## src/rtl/tpg_regs_pkg.sv

```systemverilog
// Shared definitions for the test pattern generator AXI4-Lite register block:
// register offsets, CTRL bit positions, response codes and the frame config payload.
package tpg_regs_pkg;

    localparam int unsigned AXI_ADDR_W = 12;
    localparam int unsigned AXI_DATA_W = 32;
    localparam int unsigned AXI_STRB_W = AXI_DATA_W / 8;
    localparam int unsigned CFG_DIM_W  = 16;

    localparam logic [AXI_ADDR_W-1:0] OFF_CTRL         = 12'h000;
    localparam logic [AXI_ADDR_W-1:0] OFF_ACTIVE_H     = 12'h010;
    localparam logic [AXI_ADDR_W-1:0] OFF_ACTIVE_W     = 12'h018;
    localparam logic [AXI_ADDR_W-1:0] OFF_BG_PATTERN   = 12'h020;
    localparam logic [AXI_ADDR_W-1:0] OFF_COLOR_FORMAT = 12'h040;

    localparam int unsigned CTRL_AP_START     = 0;
    localparam int unsigned CTRL_AP_DONE      = 1;
    localparam int unsigned CTRL_AP_IDLE      = 2;
    localparam int unsigned CTRL_AP_READY     = 3;
    localparam int unsigned CTRL_AUTO_RESTART = 7;

    localparam logic [1:0] RESP_OKAY   = 2'b00;
    localparam logic [1:0] RESP_SLVERR = 2'b10;

    typedef struct packed {
        logic [CFG_DIM_W-1:0] height;
        logic [CFG_DIM_W-1:0] width;
        logic [7:0]           bg_id;
        logic [7:0]           color_fmt;
    } tpg_cfg_t;

    typedef enum logic [1:0] {
        WR_IDLE,
        WR_HAVE_AW,
        WR_HAVE_W,
        WR_RESP
    } wr_state_t;

    typedef enum logic {
        RD_IDLE,
        RD_RESP
    } rd_state_t;

    // Byte lanes [1:0] of the address carry no meaning for 32-bit registers.
    function automatic logic [AXI_ADDR_W-1:0] word_addr(input logic [AXI_ADDR_W-1:0] addr);
        return addr & ~AXI_ADDR_W'(3);
    endfunction

    function automatic logic reg_mapped(input logic [AXI_ADDR_W-1:0] addr);
        logic [AXI_ADDR_W-1:0] w;
        w = word_addr(addr);
        return (w == OFF_CTRL) || (w == OFF_ACTIVE_H) || (w == OFF_ACTIVE_W) ||
               (w == OFF_BG_PATTERN) || (w == OFF_COLOR_FORMAT);
    endfunction

    function automatic logic [AXI_DATA_W-1:0] apply_strb(
        input logic [AXI_DATA_W-1:0] old_val,
        input logic [AXI_DATA_W-1:0] new_val,
        input logic [AXI_STRB_W-1:0] strb
    );
        logic [AXI_DATA_W-1:0] res;
        res = old_val;
        for (int i = 0; i < int'(AXI_STRB_W); i++) begin
            if (strb[i]) begin
                res[i*8 +: 8] = new_val[i*8 +: 8];
            end
        end
        return res;
    endfunction

endpackage

```

## src/rtl/axil_slave_if.sv

```systemverilog
// AXI4-Lite slave channel handling: AW/W/B and AR/R state machines presenting a
// simple single-cycle register write/read strobe interface to the register file.
module axil_slave_if
    import tpg_regs_pkg::*;
(
    input  logic                  aclk,
    input  logic                  areset,
    input  logic [AXI_ADDR_W-1:0] s_axi_awaddr,
    input  logic                  s_axi_awvalid,
    output logic                  s_axi_awready,
    input  logic [AXI_DATA_W-1:0] s_axi_wdata,
    input  logic [AXI_STRB_W-1:0] s_axi_wstrb,
    input  logic                  s_axi_wvalid,
    output logic                  s_axi_wready,
    output logic [1:0]            s_axi_bresp,
    output logic                  s_axi_bvalid,
    input  logic                  s_axi_bready,
    input  logic [AXI_ADDR_W-1:0] s_axi_araddr,
    input  logic                  s_axi_arvalid,
    output logic                  s_axi_arready,
    output logic [AXI_DATA_W-1:0] s_axi_rdata,
    output logic [1:0]            s_axi_rresp,
    output logic                  s_axi_rvalid,
    input  logic                  s_axi_rready,
    output logic                  wr_en,
    output logic [AXI_ADDR_W-1:0] wr_addr,
    output logic [AXI_DATA_W-1:0] wr_data,
    output logic [AXI_STRB_W-1:0] wr_strb,
    output logic                  rd_en,
    output logic [AXI_ADDR_W-1:0] rd_addr,
    input  logic [AXI_DATA_W-1:0] rd_data,
    input  logic                  rd_err
);

    wr_state_t             wr_state;
    rd_state_t             rd_state;
    logic [AXI_ADDR_W-1:0] awaddr_q;
    logic [AXI_DATA_W-1:0] wdata_q;
    logic [AXI_STRB_W-1:0] wstrb_q;
    logic                  aw_hs;
    logic                  w_hs;
    logic                  ar_hs;

    assign aw_hs = s_axi_awvalid && s_axi_awready;
    assign w_hs  = s_axi_wvalid && s_axi_wready;
    assign ar_hs = s_axi_arvalid && s_axi_arready;

    // Commit strobe: fires in the cycle the second of address/data is taken.
    always_comb begin
        wr_en = 1'b0;
        case (wr_state)
            WR_IDLE:    wr_en = aw_hs && w_hs;
            WR_HAVE_AW: wr_en = w_hs;
            WR_HAVE_W:  wr_en = aw_hs;
            default:    wr_en = 1'b0;
        endcase
    end

    assign wr_addr = (wr_state == WR_HAVE_AW) ? awaddr_q : s_axi_awaddr;
    assign wr_data = (wr_state == WR_HAVE_W)  ? wdata_q  : s_axi_wdata;
    assign wr_strb = (wr_state == WR_HAVE_W)  ? wstrb_q  : s_axi_wstrb;

    assign rd_en   = ar_hs;
    assign rd_addr = s_axi_araddr;

    always_ff @(posedge aclk) begin
        if (areset) begin
            wr_state      <= WR_IDLE;
            s_axi_awready <= 1'b0;
            s_axi_wready  <= 1'b0;
            s_axi_bvalid  <= 1'b0;
            s_axi_bresp   <= RESP_OKAY;
            awaddr_q      <= '0;
            wdata_q       <= '0;
            wstrb_q       <= '0;
        end else if (wr_en) begin
            wr_state      <= WR_RESP;
            s_axi_awready <= 1'b0;
            s_axi_wready  <= 1'b0;
            s_axi_bvalid  <= 1'b1;
            s_axi_bresp   <= reg_mapped(wr_addr) ? RESP_OKAY : RESP_SLVERR;
        end else begin
            case (wr_state)
                WR_IDLE: begin
                    if (aw_hs) begin
                        wr_state      <= WR_HAVE_AW;
                        awaddr_q      <= s_axi_awaddr;
                        s_axi_awready <= 1'b0;
                        s_axi_wready  <= 1'b1;
                    end else if (w_hs) begin
                        wr_state      <= WR_HAVE_W;
                        wdata_q       <= s_axi_wdata;
                        wstrb_q       <= s_axi_wstrb;
                        s_axi_awready <= 1'b1;
                        s_axi_wready  <= 1'b0;
                    end else begin
                        s_axi_awready <= 1'b1;
                        s_axi_wready  <= 1'b1;
                    end
                end
                WR_HAVE_AW: begin
                    s_axi_awready <= 1'b0;
                    s_axi_wready  <= 1'b1;
                end
                WR_HAVE_W: begin
                    s_axi_awready <= 1'b1;
                    s_axi_wready  <= 1'b0;
                end
                WR_RESP: begin
                    if (s_axi_bready) begin
                        wr_state      <= WR_IDLE;
                        s_axi_bvalid  <= 1'b0;
                        s_axi_awready <= 1'b1;
                        s_axi_wready  <= 1'b1;
                    end
                end
                default: wr_state <= WR_IDLE;
            endcase
        end
    end

    // Read data is captured on the AR handshake so a same-cycle write is not visible.
    always_ff @(posedge aclk) begin
        if (areset) begin
            rd_state      <= RD_IDLE;
            s_axi_arready <= 1'b0;
            s_axi_rvalid  <= 1'b0;
            s_axi_rdata   <= '0;
            s_axi_rresp   <= RESP_OKAY;
        end else begin
            case (rd_state)
                RD_IDLE: begin
                    if (ar_hs) begin
                        rd_state      <= RD_RESP;
                        s_axi_arready <= 1'b0;
                        s_axi_rvalid  <= 1'b1;
                        s_axi_rdata   <= rd_data;
                        s_axi_rresp   <= rd_err ? RESP_SLVERR : RESP_OKAY;
                    end else begin
                        s_axi_arready <= 1'b1;
                    end
                end
                RD_RESP: begin
                    if (s_axi_rready) begin
                        rd_state      <= RD_IDLE;
                        s_axi_rvalid  <= 1'b0;
                        s_axi_arready <= 1'b1;
                    end
                end
                default: rd_state <= RD_IDLE;
            endcase
        end
    end

endmodule

```

## src/rtl/tpg_axil_regs.sv

```systemverilog
// Register file and ap_start/ap_ready/ap_done control for the test pattern generator,
// with frame parameters shadowed so they only change when the core takes a start.
module tpg_axil_regs
    import tpg_regs_pkg::*;
#(
    parameter int unsigned ADDR_W = AXI_ADDR_W,
    parameter int unsigned DATA_W = AXI_DATA_W,
    parameter int unsigned DIM_W  = CFG_DIM_W
) (
    input  logic              aclk,
    input  logic              areset,
    input  logic [ADDR_W-1:0] s_axi_awaddr,
    input  logic              s_axi_awvalid,
    output logic              s_axi_awready,
    input  logic [DATA_W-1:0] s_axi_wdata,
    input  logic [3:0]        s_axi_wstrb,
    input  logic              s_axi_wvalid,
    output logic              s_axi_wready,
    output logic [1:0]        s_axi_bresp,
    output logic              s_axi_bvalid,
    input  logic              s_axi_bready,
    input  logic [ADDR_W-1:0] s_axi_araddr,
    input  logic              s_axi_arvalid,
    output logic              s_axi_arready,
    output logic [DATA_W-1:0] s_axi_rdata,
    output logic [1:0]        s_axi_rresp,
    output logic              s_axi_rvalid,
    input  logic              s_axi_rready,
    output logic              ap_start,
    input  logic              ap_ready,
    input  logic              ap_done,
    input  logic              ap_idle,
    output logic [DIM_W-1:0]  frame_height,
    output logic [DIM_W-1:0]  frame_width,
    output logic [7:0]        frame_bg_id,
    output logic [7:0]        frame_color_fmt
);

    logic                  wr_en;
    logic [AXI_ADDR_W-1:0] wr_addr;
    logic [AXI_DATA_W-1:0] wr_data;
    logic [AXI_STRB_W-1:0] wr_strb;
    logic                  rd_en;
    logic [AXI_ADDR_W-1:0] rd_addr;
    logic [AXI_DATA_W-1:0] rd_data;
    logic                  rd_err;

    logic [AXI_ADDR_W-1:0] wr_word;
    logic [AXI_ADDR_W-1:0] rd_word;
    logic                  wr_ctrl;
    logic                  rd_ctrl;

    tpg_cfg_t cfg_q;
    tpg_cfg_t shadow_q;
    logic     auto_restart_q;
    logic     done_q;
    logic     ready_q;

    axil_slave_if u_axil_slave_if (
        .aclk          (aclk),
        .areset        (areset),
        .s_axi_awaddr  (s_axi_awaddr),
        .s_axi_awvalid (s_axi_awvalid),
        .s_axi_awready (s_axi_awready),
        .s_axi_wdata   (s_axi_wdata),
        .s_axi_wstrb   (s_axi_wstrb),
        .s_axi_wvalid  (s_axi_wvalid),
        .s_axi_wready  (s_axi_wready),
        .s_axi_bresp   (s_axi_bresp),
        .s_axi_bvalid  (s_axi_bvalid),
        .s_axi_bready  (s_axi_bready),
        .s_axi_araddr  (s_axi_araddr),
        .s_axi_arvalid (s_axi_arvalid),
        .s_axi_arready (s_axi_arready),
        .s_axi_rdata   (s_axi_rdata),
        .s_axi_rresp   (s_axi_rresp),
        .s_axi_rvalid  (s_axi_rvalid),
        .s_axi_rready  (s_axi_rready),
        .wr_en         (wr_en),
        .wr_addr       (wr_addr),
        .wr_data       (wr_data),
        .wr_strb       (wr_strb),
        .rd_en         (rd_en),
        .rd_addr       (rd_addr),
        .rd_data       (rd_data),
        .rd_err        (rd_err)
    );

    assign wr_word = word_addr(wr_addr);
    assign rd_word = word_addr(rd_addr);
    assign wr_ctrl = wr_en && (wr_word == OFF_CTRL);
    assign rd_ctrl = rd_en && (rd_word == OFF_CTRL);

    assign frame_height    = shadow_q.height;
    assign frame_width     = shadow_q.width;
    assign frame_bg_id     = shadow_q.bg_id;
    assign frame_color_fmt = shadow_q.color_fmt;

    always_ff @(posedge aclk) begin
        if (areset) begin
            cfg_q          <= '0;
            shadow_q       <= '0;
            ap_start       <= 1'b0;
            auto_restart_q <= 1'b0;
            done_q         <= 1'b0;
            ready_q        <= 1'b0;
        end else begin
            if (wr_en) begin
                case (wr_word)
                    OFF_CTRL: begin
                        if (wr_strb[0]) begin
                            auto_restart_q <= wr_data[CTRL_AUTO_RESTART];
                        end
                    end
                    OFF_ACTIVE_H:
                        cfg_q.height <= CFG_DIM_W'(apply_strb(AXI_DATA_W'(cfg_q.height), wr_data, wr_strb));
                    OFF_ACTIVE_W:
                        cfg_q.width <= CFG_DIM_W'(apply_strb(AXI_DATA_W'(cfg_q.width), wr_data, wr_strb));
                    OFF_BG_PATTERN:
                        cfg_q.bg_id <= 8'(apply_strb(AXI_DATA_W'(cfg_q.bg_id), wr_data, wr_strb));
                    OFF_COLOR_FORMAT:
                        cfg_q.color_fmt <= 8'(apply_strb(AXI_DATA_W'(cfg_q.color_fmt), wr_data, wr_strb));
                    default: ;
                endcase
            end

            // Writing a 1 sets start; in free-running mode ap_ready never clears it.
            if (wr_ctrl && wr_strb[0] && wr_data[CTRL_AP_START]) begin
                ap_start <= 1'b1;
            end else if (ap_ready && !auto_restart_q) begin
                ap_start <= 1'b0;
            end

            // Sticky flags: a coincident pulse beats the clear-on-read.
            if (ap_done) begin
                done_q <= 1'b1;
            end else if (rd_ctrl) begin
                done_q <= 1'b0;
            end
            if (ap_ready) begin
                ready_q <= 1'b1;
            end else if (rd_ctrl) begin
                ready_q <= 1'b0;
            end

            if (ap_start && ap_ready) begin
                shadow_q <= cfg_q;
            end
        end
    end

    always_comb begin
        rd_data = '0;
        rd_err  = 1'b0;
        case (rd_word)
            OFF_CTRL: begin
                rd_data[CTRL_AP_START]     = ap_start;
                rd_data[CTRL_AP_DONE]      = done_q;
                rd_data[CTRL_AP_IDLE]      = ap_idle;
                rd_data[CTRL_AP_READY]     = ready_q;
                rd_data[CTRL_AUTO_RESTART] = auto_restart_q;
            end
            OFF_ACTIVE_H:     rd_data = AXI_DATA_W'(cfg_q.height);
            OFF_ACTIVE_W:     rd_data = AXI_DATA_W'(cfg_q.width);
            OFF_BG_PATTERN:   rd_data = AXI_DATA_W'(cfg_q.bg_id);
            OFF_COLOR_FORMAT: rd_data = AXI_DATA_W'(cfg_q.color_fmt);
            default:          rd_err  = 1'b1;
        endcase
    end

endmodule

```

## config.mk

```make
export PLATFORM = sky130hd
export DESIGN_NAME = tpg_axil_regs
export DESIGN_NICKNAME = d
export VERILOG_FILES = /design/src/rtl/tpg_regs_pkg.sv /design/src/rtl/axil_slave_if.sv /design/src/rtl/tpg_axil_regs.sv
export SDC_FILE = /design/constraint.sdc
export NUM_CORES = 1
export LEC_CHECK = 0
export ABC_AREA = 1
export BUFFER_PORTS_ARGS = -buffer_cell sky130_fd_sc_hd__buf_2
export CAP_MARGIN = 40
export CORE_MARGIN = 2
export CORE_UTILIZATION = 25
export CTS_CLUSTER_SIZE = 30
export DETAILED_ROUTE_END_ITERATION = 16
export MAX_ROUTING_LAYER = met4
export PLACE_DENSITY = 0.4
export SLEW_MARGIN = 10
export SYNTH_ARGS = -nofsm -noshare
export SYNTH_HDL_FRONTEND = slang
export SYNTH_SLANG_ARGS = --single-unit
```

## constraint.sdc

```tcl
create_clock -name aclk -period 2.5 [get_ports aclk]
set_input_delay 0.625 -clock aclk [delete_from_list [all_inputs] [get_ports aclk]]
set_output_delay 0.625 -clock aclk [all_outputs]
set_load 0.1 [all_outputs]
```

# Yosys cells after proc, flatten, opt, wreduce, memory -nomap -nowiden
# Cells that the tools add are included.
# word_totals
elab_cells	123
output_inout_bits	90
in_bits	70
regBits	174
# classes
bitwise_logic	3
mux	38
n_reduce_logical	39
n_eq_ne	16
# op_table
op	n
== test 10 x 3 -> 1 bit, second input constant	4
AND reduction 3 bit	9
logical NOT 12 bit	2
== test 10 x 4 -> 1 bit, second input constant	2
== test 10 x 5 -> 1 bit, second input constant	2
one-hot mux 4 bit (5 select lines)	1
2-to-1 mux 1 bit	18
2-to-1 mux 16 bit	1
one-hot mux 8 bit (2 select lines)	1
2-to-1 mux 2 bit	7
2-to-1 mux 12 bit	1
one-hot mux 3 bit (4 select lines)	1
logical AND 1 bit	10
nonzero test 2 bit	5
one-hot mux 1 bit (4 select lines)	2
inequality test 2 bit, second input constant	3
one-hot mux 1 bit (2 select lines)	3
AND reduction 2 bit	3
one-hot mux 1 bit (5 select lines)	1
OR reduction 5 bit	1
== test 2 bit, second input constant	2
logical OR 1 bit	4
inequality test 4 x 2 -> 1 bit, second input constant	1
one-hot mux 2 bit (2 select lines)	1
other kinds (9)	11

# Logic depth before layout (Yosys ltp)
# depth
ltp_word	8
mapped_depth	12
ltp_nobuf	11

# Modules after synthesis
# A second synthesis with hierarchy kept.
# unflattened
hier_cells	1260
hier_area_um2	8560.7
# by_module_without_submodules
mod	seq_area_each_um2	instances	area_each_um2	cells_per_inst
tpg_axil_regs	2001.9	1	4509.3	648
axil_slave_if	1801.7	1	4051.4	612

# Worst setup path after synthesis
# OpenSTA, ideal clock, no wires.
# synth_path
kind	reg2reg
from	register u_axil_slave_if.s_axi_awready
to	register cfg_q[45] (netlist name)
synth_period_minus_slack_ns	2.211
arrival_ns	2.096
required_ns	2.385
path_slack_ns	0.289
setup_ns	0.115
path_buffers	1
path_stages_with_launch	11
path_cell_list	dfxtp_1 -> nand2_1 -> nor2_1 -> nand2_1 -> nand2_2 -> inv_2 -> nor2_4 -> buf_2 -> nand3_1 -> nand2_1 -> nor2_1
# synth_between
elab_chain_cells	4
# synth_rtl
element	line_no	rtl
start, declared	axil_slave_if.sv:10	output logic s_axi_awready,
start signal, assigned	axil_slave_if.sv:69	s_axi_awready <= 1'b0;
start signal, assigned	axil_slave_if.sv:78	s_axi_awready <= 1'b0;
start signal, assigned	axil_slave_if.sv:88	s_axi_awready <= 1'b0;
logical AND 1 bit (*)	axil_slave_if.sv:44	assign aw_hs = s_axi_awvalid && s_axi_awready;
logical AND 1 bit	axil_slave_if.sv:52	WR_IDLE: wr_en = aw_hs && w_hs;
one-hot mux 1 bit (3 select lines) (*)	axil_slave_if.sv:51	case (wr_state)
AND reduction 3 bit (no source line) (*)	-	
end, declared	tpg_axil_regs.sv:53	tpg_cfg_t cfg_q;
# Every way passes the cells marked *; elsewhere a longest branch is shown, timed or not.
# A chain may end at the register's enable or synchronous reset.

# Worst setup path after layout
# layout_path
from	register u_axil_slave_if.wr_state[1]
to	register cfg_q[2] (netlist name)
# layout_between
elab_chain_cells	4
word_cells_on_any_way	9
cone_classes	3 x eq/ne; 4 x mux; 2 x reduce/logical
# layout_rtl
element	line_no	rtl
start, declared	axil_slave_if.sv:35	wr_state_t wr_state;
start signal, assigned	axil_slave_if.sv:68	wr_state <= WR_IDLE;
start signal, assigned	axil_slave_if.sv:77	wr_state <= WR_RESP;
start signal, assigned	axil_slave_if.sv:86	wr_state <= WR_HAVE_AW;
== test 2 x 1 -> 1 bit	axil_slave_if.sv:51, axil_slave_if.sv:59	
2-to-1 mux 12 bit	axil_slave_if.sv:59	assign wr_addr = (wr_state == WR_HAVE_AW) ? awaddr_q : s_axi_awaddr;
== test 10 x 5 -> 1 bit	tpg_axil_regs.sv:109	case (wr_word)
AND reduction 3 bit (no source line)	-	
# Parallel ways exist; a longest one is shown, timed or not.

==> reports/metrics.yaml <==
die:
  core_area_mm2: 0.02763
  die_w_um: 171.0
  rows: 61
  pin_count: 160
  dieArea_mm2: 0.02924
  die_y_um: 171.0
  initial_core_util_pct: 25.23
detailed_routing:
  finalWirelength_um: 21020
  drt_iter0_drc: 351
  viasPerCell: 4.333
  first_pass_iters: 4
  num_vias: 6473
  ant_nets: 0
  drcViolationCount: 0
  routedWlPerCell_um: 14.07
logic_synthesis:
  ys.flop_type: "dfxtp_1"
  ys_warn_count: 0
  synth-edff-count: 0
  seq_area_frac_synth_pct: 44.22
  async_flop_share_pct: 0
  synth_seq_cells: 154
  synthDistinctLibCells: 35
  synth.cell_area_mm2: 0.006972
  synthCells: 986
  synth.avg_cell_area_um2: 7.071
worst_setup_path:
  crit_fanout: 17
  cp.required_ns: 2.83
  crit_path_start_kind: "flip-flop"
  crit_type: "flip-flop to flip-flop"
  arrival_ns: 2.64
  end_kind: "flip-flop"
clocking:
  htree_num_levels: 4
  tritoncts.num_buffers: 17
  clock-sinks: 154
  clk_pin_slew_ns: 0.07
  cts_resized: 0
  cts_max_path_buffers: 2
  cts_tree: "done"
  postCtsHoldBufs: 0
  clockRootBuffer: "clkbuf_16"
  clock_latency_ns: 0.43
  postCtsSetupBuffers: 0
final_layout:
  final_area_mm2: 0.008557
  layout_commonest_cell: "nor2_1"
  drive_above_1_share_pct: 18.50
  nets: 1171
  final_cell_mix: "nor2_1 (176), nand2_1 (161), dfxtp_1 (154)"
  utilization_pct: 30.97
  syn2layout_area_growth_pct: 22.74
placement:
  portBuffers: 119
  gp_congestion: 0.7963
  dp_hpwl_um: 14730
  place_area_mm2: 0.007994
power:
  p_leak_uw: 0.003686
  finalPower_uw: 7000
  ir_drop_v: 0.0005596
  power_density_mw_per_mm2: 818.1
sta:
  slew_viol_final: 0
  max-slew-margin-rel_pct: 59.72
  period_needed_ns: 2.310
  worstMarginPinSlew_ns: 0.6042
  tns_ns: 0
  skew_ns: 0.01169
  hold_viol_final: 0
  max_freq_ghz: 0.4330
  setup_violations: 0
  rsz0062_at_grt: "no"
  finalCritPeriodShare_pct: 92.38
grt:
  grt-ovfl-total: 0
  grt_max_degree: 49
  grt_pass1_vias: 5915
  grt_antenna_before_repair: 7
  globalRouteTotalUtil_pct: 15.03
  grt_pass1_wl_um: 32940
run_status:
  status: "completed"
job:
  max_cap_viol_count: 0
worst_hold_path:
  hold_class: "input pin to flip-flop"
## Yosys cell counts, types with 3 or more instances
library cell	count	share of area, %
nand2_1	161	8.7
clkbuf_1	35	1.9
dfxtp_1	154	44
nand3_1	96	6.9
o211ai_1	9	0.97
nand4_1	7	0.63
inv_1	68	3.7
nand2_2	3	0.27
nor2_4	6	0.97
buf_6	7	1.1
buf_4	27	2.9
buf_2	7	0.50
nor2_1	176	9.5
inv_2	3	0.16
o21ai_0	103	7.4
ha_1	5	0.90
nand3_2	3	0.43
a21oi_1	93	6.7
## critical path, cell delays in order (launching register included)
cell and delay (ns):
dfxtp_1 0.34, inv_1 0.11, ha_1 0.55, inv_1 0.13
o21ai_0 0.11, nand2_1 0.10, nand3b_1 0.23, nor2_4 0.39
nand3_1 0.13, nand2_1 0.09, nor2_1 0.04
## layout make-up
type / instances / area (um^2)
Timing Repair Buffer: 151 / 935.9
Clock buffer: 20 / 456.7
Inverter: 72 / 271.5
Multi-Input combinational cell: 700 / 3231
Fill cell: 3103 / 19070
Sequential cell: 154 / 3083
Clock inverter: 11 / 86.33
Antenna cell: 8 / 20.02
Tap cell: 378 / 473.0
## stage by stage
step                setup WS (ns)  cells  hold slack (ns)
floorplan                  0.2893   1003           0.4292
CTS                        0.2058   1486           0.3852
global placement           0.2218   1455           0.4363
finish                     0.1905   1494           0.4026
detailed placement         0.2217   1455           0.4403
global route             0.001714   1493           0.3836
## final timing paths
kind | startpoint | endpoint | slack (ns) | cells after the start
hold reg to reg | u_axil_slave_if.wdata_q[4]$_SDFFE_PP0P_ | u_axil_slave_if.wdata_q[4]$_SDFFE_PP0P_ | 0.45 | 2
hold / removal | ap_done | done_q$_SDFFE_PP0P_ | 0.40 | 3
setup / recovery | u_axil_slave_if.wr_state[1]$_SDFFE_PP0P_ | cfg_q[2]$_SDFFE_PP0P_ | 0.19 | 10
setup reg to reg | u_axil_slave_if.wr_state[1]$_SDFFE_PP0P_ | cfg_q[2]$_SDFFE_PP0P_ | 0.19 | 10
## state kept, by name, summed over array words and instances, names as in the netlist
register	flops
auto_restart_q	1
frame_width	16
u_axil_slave_if.s_axi_bvalid	1
u_axil_slave_if.s_axi_arready	1
u_axil_slave_if.rd_state	1
u_axil_slave_if.s_axi_wready	1
u_axil_slave_if.wdata_q	16
frame_height	16
u_axil_slave_if.s_axi_rvalid	1
u_axil_slave_if.s_axi_rdata	16
ap_start	1
u_axil_slave_if.s_axi_awready	1
done_q	1
frame_color_fmt	8
u_axil_slave_if.wstrb_q	2
frame_bg_id	8
u_axil_slave_if.wr_state	2
u_axil_slave_if.s_axi_bresp	1
ready_q	1
u_axil_slave_if.s_axi_rresp	1
cfg_q	48
u_axil_slave_if.awaddr_q	10
## logic make-up after synthesis
logic type               Yosys count  synth area share [%]
AO/OA/AOI/OAI                    216                 16.17
other                              1               0.05379
adder cells (fa/ha/maj)            5                0.8973
flip-flops                       154                 44.22
AND/OR/NAND/NOR                  461                 28.30
buffers and inverters            149                 10.36
## layer usage
layer | part of all wire [%] | vias up | GRT usage, %
met5 | 0 | - | -
met4 | 0.78 | 0 | 3.537
met3 | 6.2 | 9 | 4.881
met2 | 42 | 139 | 21.32
met1 | 51 | 2907 | 20.60
li1 | - | 3418 | -
## power breakdown
part,switching [uW],internal (uW)
Combinational,1360,513
Clock,1110,1330
Sequential,68.1,2610
Total,2540,4460
Note: power is estimated with default switching activity, not from simulation.
